`src/rtl/psum_collector_pkg.sv`:
```
// Shared types for the partial-sum collector. DATA_SIZE and ARRAY_COLS normally
// come from the shared define header; PSUM_COLLECT_RELU_EN enables the ReLU helper.
`ifndef DATA_SIZE
`define DATA_SIZE 16
`endif
`ifndef ARRAY_COLS
`define ARRAY_COLS 4
`endif

package psum_collector_pkg;
    localparam int DATA_W = `DATA_SIZE;

    typedef logic [DATA_W-1:0] data_t;

`ifdef PSUM_COLLECT_RELU_EN
    // Two's complement clamp: negative values become zero.
    function automatic data_t relu(input data_t v);
        return v[DATA_W-1] ? '0 : v;
    endfunction
`endif
endpackage

```
`src/rtl/psum_row_fifo.sv`:
```
// Row buffer for the collector: registered storage, no fall-through, extra
// pointer bit separates full from empty. Write while full succeeds only alongside a pop.
module psum_row_fifo #(
    parameter int WIDTH = 64,
    parameter int DEPTH = 4
) (
    input  logic             i_clk,
    input  logic             i_rst,
    input  logic             i_wr,
    input  logic [WIDTH-1:0] i_wdata,
    input  logic             i_rd,
    output logic [WIDTH-1:0] o_rdata,
    output logic             o_valid,
    output logic             o_full,
    output logic             o_empty
);
    localparam int AW = $clog2(DEPTH);

    logic [WIDTH-1:0] r_mem [DEPTH];
    logic [AW:0]      r_wptr;
    logic [AW:0]      r_rptr;
    logic             w_push;
    logic             w_pop;

    assign o_empty = (r_wptr == r_rptr);
    assign o_full  = (r_wptr[AW] != r_rptr[AW]) && (r_wptr[AW-1:0] == r_rptr[AW-1:0]);
    assign w_pop   = i_rd & ~o_empty;
    assign w_push  = i_wr & (~o_full | w_pop);
    assign o_valid = ~o_empty;
    assign o_rdata = o_empty ? '0 : r_mem[r_rptr[AW-1:0]];

    always_ff @(posedge i_clk) begin
        if (i_rst) begin
            r_wptr <= '0;
            r_rptr <= '0;
        end else begin
            if (w_push) r_wptr <= r_wptr + (AW+1)'(1);
            if (w_pop)  r_rptr <= r_rptr + (AW+1)'(1);
        end
    end

    always_ff @(posedge i_clk) begin
        if (w_push) r_mem[r_wptr[AW-1:0]] <= i_wdata;
    end
endmodule

```
`src/rtl/psum_collector.sv`:
```
// Deskews systolic-array bottom-edge outputs into whole rows and buffers them.
// Optional: define PSUM_COLLECT_RELU_EN to clamp negative column values to zero.
`ifndef DATA_SIZE
`define DATA_SIZE 16
`endif
`ifndef ARRAY_COLS
`define ARRAY_COLS 4
`endif

module psum_collector
    import psum_collector_pkg::*;
#(
    parameter int COLS       = `ARRAY_COLS,
    parameter int FIFO_DEPTH = 4
) (
    input  logic                   i_clk,
    input  logic                   i_rst,
    input  logic                   i_start,
    input  logic [7:0]             i_cfg_rows,
    input  logic [COLS*DATA_W-1:0] i_col_in,
    input  logic [COLS-1:0]        i_col_valid,
    output logic [COLS*DATA_W-1:0] o_out_data,
    output logic                   o_out_valid,
    input  logic                   i_out_ready,
    output logic                   o_busy,
    output logic                   o_done,
    output logic                   o_err_ovf,
    output logic                   o_err_align
);
    localparam logic [1:0] S_IDLE    = 2'd0;
    localparam logic [1:0] S_COLLECT = 2'd1;
    localparam logic [1:0] S_DRAIN   = 2'd2;
    localparam logic [1:0] S_DONE    = 2'd3;

    logic [1:0]             r_state;
    logic [7:0]             r_rows;
    logic [7:0]             r_cnt;
    logic                   r_zdone;
    logic                   r_err_ovf;
    logic                   r_err_align;

    logic [COLS-1:0][DATA_W-1:0] w_col_in;
    logic [COLS-1:0]             w_in_vld;
    data_t                       w_dsk_data [COLS];
    logic [COLS-1:0]             w_dsk_vld;
    logic [COLS-1:0][DATA_W-1:0] r_aln_data;
    logic [COLS-1:0]             r_aln_vld;
    logic [COLS-1:0][DATA_W-1:0] w_wr_data;

    logic w_attempt, w_wr, w_misal, w_drop, w_pop;
    logic w_fifo_valid, w_fifo_full, w_fifo_empty;

    assign w_col_in = i_col_in;
    // Outside COLLECT the lines fill with invalid slots, which flushes them.
    assign w_in_vld = (r_state == S_COLLECT) ? i_col_valid : '0;

    for (genvar c = 0; c < COLS; c++) begin : g_lane
        localparam int STAGES = COLS - 1 - c;
        if (STAGES == 0) begin : g_pass
            assign w_dsk_data[c] = w_col_in[c];
            assign w_dsk_vld[c]  = w_in_vld[c];
        end else begin : g_dly
            logic [STAGES-1:0]      r_vld_pipe;
            data_t                  r_dat_pipe [STAGES];

            always_ff @(posedge i_clk) begin
                if (i_rst) begin
                    r_vld_pipe <= '0;
                end else begin
                    r_vld_pipe[0] <= w_in_vld[c];
                    for (int s = 1; s < STAGES; s++) r_vld_pipe[s] <= r_vld_pipe[s-1];
                end
            end

            always_ff @(posedge i_clk) begin
                r_dat_pipe[0] <= w_col_in[c];
                for (int s = 1; s < STAGES; s++) r_dat_pipe[s] <= r_dat_pipe[s-1];
            end

            assign w_dsk_data[c] = r_dat_pipe[STAGES-1];
            assign w_dsk_vld[c]  = r_vld_pipe[STAGES-1];
        end
    end

    always_ff @(posedge i_clk) begin
        if (i_rst) r_aln_vld <= '0;
        else       r_aln_vld <= w_dsk_vld;
        for (int c = 0; c < COLS; c++) r_aln_data[c] <= w_dsk_data[c];
    end

`ifdef PSUM_COLLECT_RELU_EN
    always_comb begin
        w_wr_data = r_aln_data;
        for (int c = 0; c < COLS; c++) w_wr_data[c] = relu(r_aln_data[c]);
    end
`else
    assign w_wr_data = r_aln_data;
`endif

    // Any deskewed valid counts as a row attempt, even if it is misaligned or dropped.
    assign w_attempt = (r_state == S_COLLECT) && (|r_aln_vld);
    assign w_wr      = w_attempt && (&r_aln_vld);
    assign w_misal   = w_attempt && !(&r_aln_vld);
    assign w_pop     = w_fifo_valid & i_out_ready;
    assign w_drop    = w_wr & w_fifo_full & ~w_pop;

    psum_row_fifo #(
        .WIDTH(COLS*DATA_W),
        .DEPTH(FIFO_DEPTH)
    ) u_fifo (
        .i_clk  (i_clk),
        .i_rst  (i_rst),
        .i_wr   (w_wr),
        .i_wdata(w_wr_data),
        .i_rd   (i_out_ready),
        .o_rdata(o_out_data),
        .o_valid(w_fifo_valid),
        .o_full (w_fifo_full),
        .o_empty(w_fifo_empty)
    );

    always_ff @(posedge i_clk) begin
        if (i_rst) begin
            r_state     <= S_IDLE;
            r_rows      <= '0;
            r_cnt       <= '0;
            r_zdone     <= 1'b0;
            r_err_ovf   <= 1'b0;
            r_err_align <= 1'b0;
        end else begin
            r_zdone <= 1'b0;
            case (r_state)
                S_IDLE: begin
                    if (i_start) begin
                        if (i_cfg_rows != 8'd0) begin
                            r_rows      <= i_cfg_rows;
                            r_cnt       <= '0;
                            r_err_ovf   <= 1'b0;
                            r_err_align <= 1'b0;
                            r_state     <= S_COLLECT;
                        end else begin
                            r_zdone <= 1'b1;
                        end
                    end
                end
                S_COLLECT: begin
                    if (w_drop)  r_err_ovf   <= 1'b1;
                    if (w_misal) r_err_align <= 1'b1;
                    if (w_attempt) begin
                        r_cnt <= r_cnt + 8'd1;
                        if (r_cnt + 8'd1 == r_rows) r_state <= S_DRAIN;
                    end
                end
                S_DRAIN: if (w_fifo_empty) r_state <= S_DONE;
                S_DONE:  r_state <= S_IDLE;
                default: r_state <= S_IDLE;
            endcase
        end
    end

    assign o_out_valid = w_fifo_valid;
    assign o_busy      = (r_state != S_IDLE);
    assign o_done      = (r_state == S_DONE) | r_zdone;
    assign o_err_ovf   = r_err_ovf;
    assign o_err_align = r_err_align;
endmodule

```
`config.mk`:
```
export PLATFORM = sky130hd
export DESIGN_NAME = psum_collector
export DESIGN_NICKNAME = d
export VERILOG_FILES = /design/src/rtl/psum_collector_pkg.sv /design/src/rtl/psum_row_fifo.sv /design/src/rtl/psum_collector.sv
export SDC_FILE = /design/constraint.sdc
export NUM_CORES = 1
export LEC_CHECK = 0
export CAP_MARGIN = 20
export CELL_PAD_IN_SITES_DETAIL_PLACEMENT = 1
export CELL_PAD_IN_SITES_GLOBAL_PLACEMENT = 1
export CORE_UTILIZATION = 45
export DETAILED_ROUTE_END_ITERATION = 6
export PLACE_DENSITY = 0.72
export SYNTH_ARGS = -nofsm -noshare
export SYNTH_HDL_FRONTEND = slang
export SYNTH_SLANG_ARGS = --single-unit
```
`constraint.sdc`:
```
create_clock -name i_clk -period 6.65 [get_ports i_clk]
set_input_delay 0.665 -clock i_clk [delete_from_list [all_inputs] [get_ports i_clk]]
set_output_delay 0.665 -clock i_clk [all_outputs]
set_load 0.03 [all_outputs]
```
==> impl_results.md <==
- Cells after synthesis: 772
- TritonCTS Buffers: 46
- Post-DP HPWL: 15.8 mm
- Crit-path max cell delay: 0.85 ns
- Worst Tran Pin Value: 1.06 ns
- Predominant post-synthesis flop cell: edfxtp_1
- Nets: 1035
- Post-synth top cells: edfxtp_1 (256), dfxtp_1 (199), nor2b_1 (72)
- Worst setup SP type: flop
- Initial core utilization: 46.2%
- Synth Warn #: 0
- Clk_lat worst skew: 0.54 ns
- Filler cells: 2808
- Seq cells post-synth: 455
- Power per Cell Area: 315 nW/um^2
- First-pass GRT wire length: 42.4 mm
- Top cell type's share of synthesized area: 52.3%
- WS Path Type: flop to output port
- Die Y-Extent: 183 um
- Arr. time, crit path: 3.50 ns
- Unique cell type count in the Yosys netlist: 46
- Req. time, crit path: 5.98 ns
- Post-synthesis net count: 862
- Number of global-route vias before repair: 7569
- R2R setup slack: 3.53 ns
- Synth-to-layout area growth: 23.2%
- CP max stage cell: dfxtp_4
- Slew Viols, Final: 0
- Register area share after synthesis: 79.5%
- Antenna Nets Post-Route: 0
- Initial DRC count: 364
- Layout cells sized above 1: 15.3%
- RSZ-0062 raised after global routing: no
- Mapped Area: 14700 um^2
- Leakage: 0.00611 uW
- Core Box Area: 31800 um^2
- Via density per instance: 4.94
- DRT Wirelength: 27.4 mm
- Root Buffer: clkbuf_16
- Post-synth EDFFs: 256
- Max IR drop VDD: 0.249 mV
- Minimum clock period: 4.17 ns
- Total Routing Usage GR: 16.8%
- Final worst-path cycle share: 62.7%
- Final setup vio count: 0
- Die Footprint: 33400 um^2
- Hold EP: r_aln_data[5]
- Sum Neg Setup Slack: 0 ns
- Terminus of the critical flop-to-flop path: u_fifo.r_mem[2][40]
- Most frequent cell after synthesis: edfxtp_1
- Hold WS: 0.320 ns
- Clock transition at path regs: 0.06 ns
- CTS Hold Bufs: 0
- Drc violations: 0
- Area leader, netlist: edfxtp_1
- Post-Syn Area per Cell: 19.0 um^2
- Worst Hold Class: flop to flop
- Row cnt: 65
- Post-CTS Setup Inserts: 0
- Post-synth ARST share: 0%
- Crit path max fanout: 37
- Crit-path cells: buf_4 > mux4_2 > nor2b_1 > clkdlybuf4s50_1
- CTS HTree Levels: 2
- Status: completed
- First-pass iteration count of the detailed router: 4
- Clock Skew: 0.0108 ns
- Chip Width: 183 um
- Rel. slew slack: 28.9%
- Clk sink count: 455
- Placed Area: 16600 um^2
- Final GP Congestion: 0.728
- Worst hold path depth: 0
- Reg-to-reg critical path startpoint: u_fifo.r_wptr[0]
- IO Count: 149
- Final Hold Fails: 0
- Setup crit end kind: output port
- TritonCTS clock tree: built
- CP bufs+invs: 2
- Fmax: 0.240 GHz
- Tot Pwr: 5710 uW
- Worst R2R Path Depth: 4
- Max_cap viols: 0
- Initial antenna violation count: 2
- CTS-repair resized insts: 0
- Largest net degree at the start of global routing: 66
- Wire per inst: 19.3 um
- Max Root-Sink Buffers: 3
- Area contributors post-synth: edfxtp_1 (52%), dfxtp_1 (27%), mux4_2 (9.8%)
- Port Buffer Count: 148
- Hold path startpoint: g_lane[0].g_dly.r_dat_pipe[2][5]
- Cell family with most CP delay: buffers and inverters
- Post-route design area: 18100 um^2
- Via count: 7014
- GRT overflow: 0
worst max path at each step:
stage	startpoint	endpoint	slack [ns]	cells after the start
6_report	flop	o_out_data[6]	2.48	4
2_1_floorplan	i_out_ready	u_fifo.r_mem[3][0]	3.28	3
3_5_place_dp	i_out_ready	u_fifo.r_mem[2][46]	2.96	4
5_1_grt	flop	o_out_data[6]	2.21	4
3_3_place_gp	flop	o_out_data[6]	2.96	4
4_1_cts	flop	o_out_data[6]	2.36	4
per-stage QoR:
stage	cells	util [%]	worst slack (ns)
2_1_floorplan	772	-	3.28
3_3_place_gp	1331	52.3	2.96
3_5_place_dp	1332	52.3	2.96
4_1_cts	1418	56.9	2.36
5_1_grt	1418	56.9	2.21
6_report	1420	56.9	2.48
power breakdown:
| part | total (uW) | leakage [uW] | switching, uW | internal [uW] |
|---|---|---|---|---|
| Sequential | 3080 | 0.00397 | 44.3 | 3040 |
| Combinational | 209 | 0.00143 | 109 | 101 |
| Clock | 2420 | 0.000712 | 1020 | 1390 |
| Total | 5710 | 0.00611 | 1180 | 4530 |
layout make-up:
| cell class | instances | area (um^2) | share of cell area, % |
|---|---|---|---|
| Clock inverter | 17 | 120 | 0.664 |
| Clock buffer | 69 | 1330 | 7.35 |
| Antenna cell | 2 | 5.00 | 0.0277 |
| Sequential cell | 455 | 11700 | 64.5 |
| Timing Repair Buffer | 152 | 1510 | 8.35 |
| Tap cell | 435 | 544 | 3.01 |
| Multi-Input combinational cell | 281 | 2880 | 15.9 |
| Inverter | 9 | 33.8 | 0.187 |
routing by layer:
metal,GRT usage [%],part of all wire (%)
met5,0,0
met3,3.35,4.8
met4,4.97,2.0
met1,22.1,44
met2,28.3,49
cell families after synthesis:
family / count (synthesis) / synth area share, %
flops: 455 / 79.5
simple gates: 145 / 5.78
mux: 73 / 10.4
compound gates: 37 / 1.47
buf+inv: 36 / 1.06
xor+xnor: 16 / 0.954
fa+ha+maj: 10 / 0.852
flip-flops by register name (all words and copies together), names as in the netlist, 2 cells and up, named ones only:
| signal | cells |
|---|---|
| u_fifo.r_mem | 256 |
| g_lane.g_dly.r_dat_pipe | 96 |
| r_state | 2 |
| r_aln_data | 64 |
| u_fifo.r_rptr | 3 |
| u_fifo.r_wptr | 3 |
| g_lane.g_dly.r_vld_pipe | 6 |
| r_aln_vld | 4 |
| r_rows | 8 |
| r_cnt | 8 |
layout by cell type, fill, tap and decap left out, drive strengths merged, types with 2 or more instances in the layout:
cell and count:
a211oi 2, a21oi 13, a31oi 2, and2 9, and3 3, buf 4, clkbuf 69, clkdlybuf4s50 148
clkinv 15, clkinvlp 2, dfxtp 199, diode 2, edfxtp 256, ha 10, inv 9, mux2i 9
mux4 64, nand2 5, nand2b 4, nand3 5, nand3b 2, nor2 25, nor2b 72, nor3b 3
nor4 6, o21ai 13, or3 4, xnor2 7, xor2 9
No activity file was read; power rests on OpenSTA's default activity.
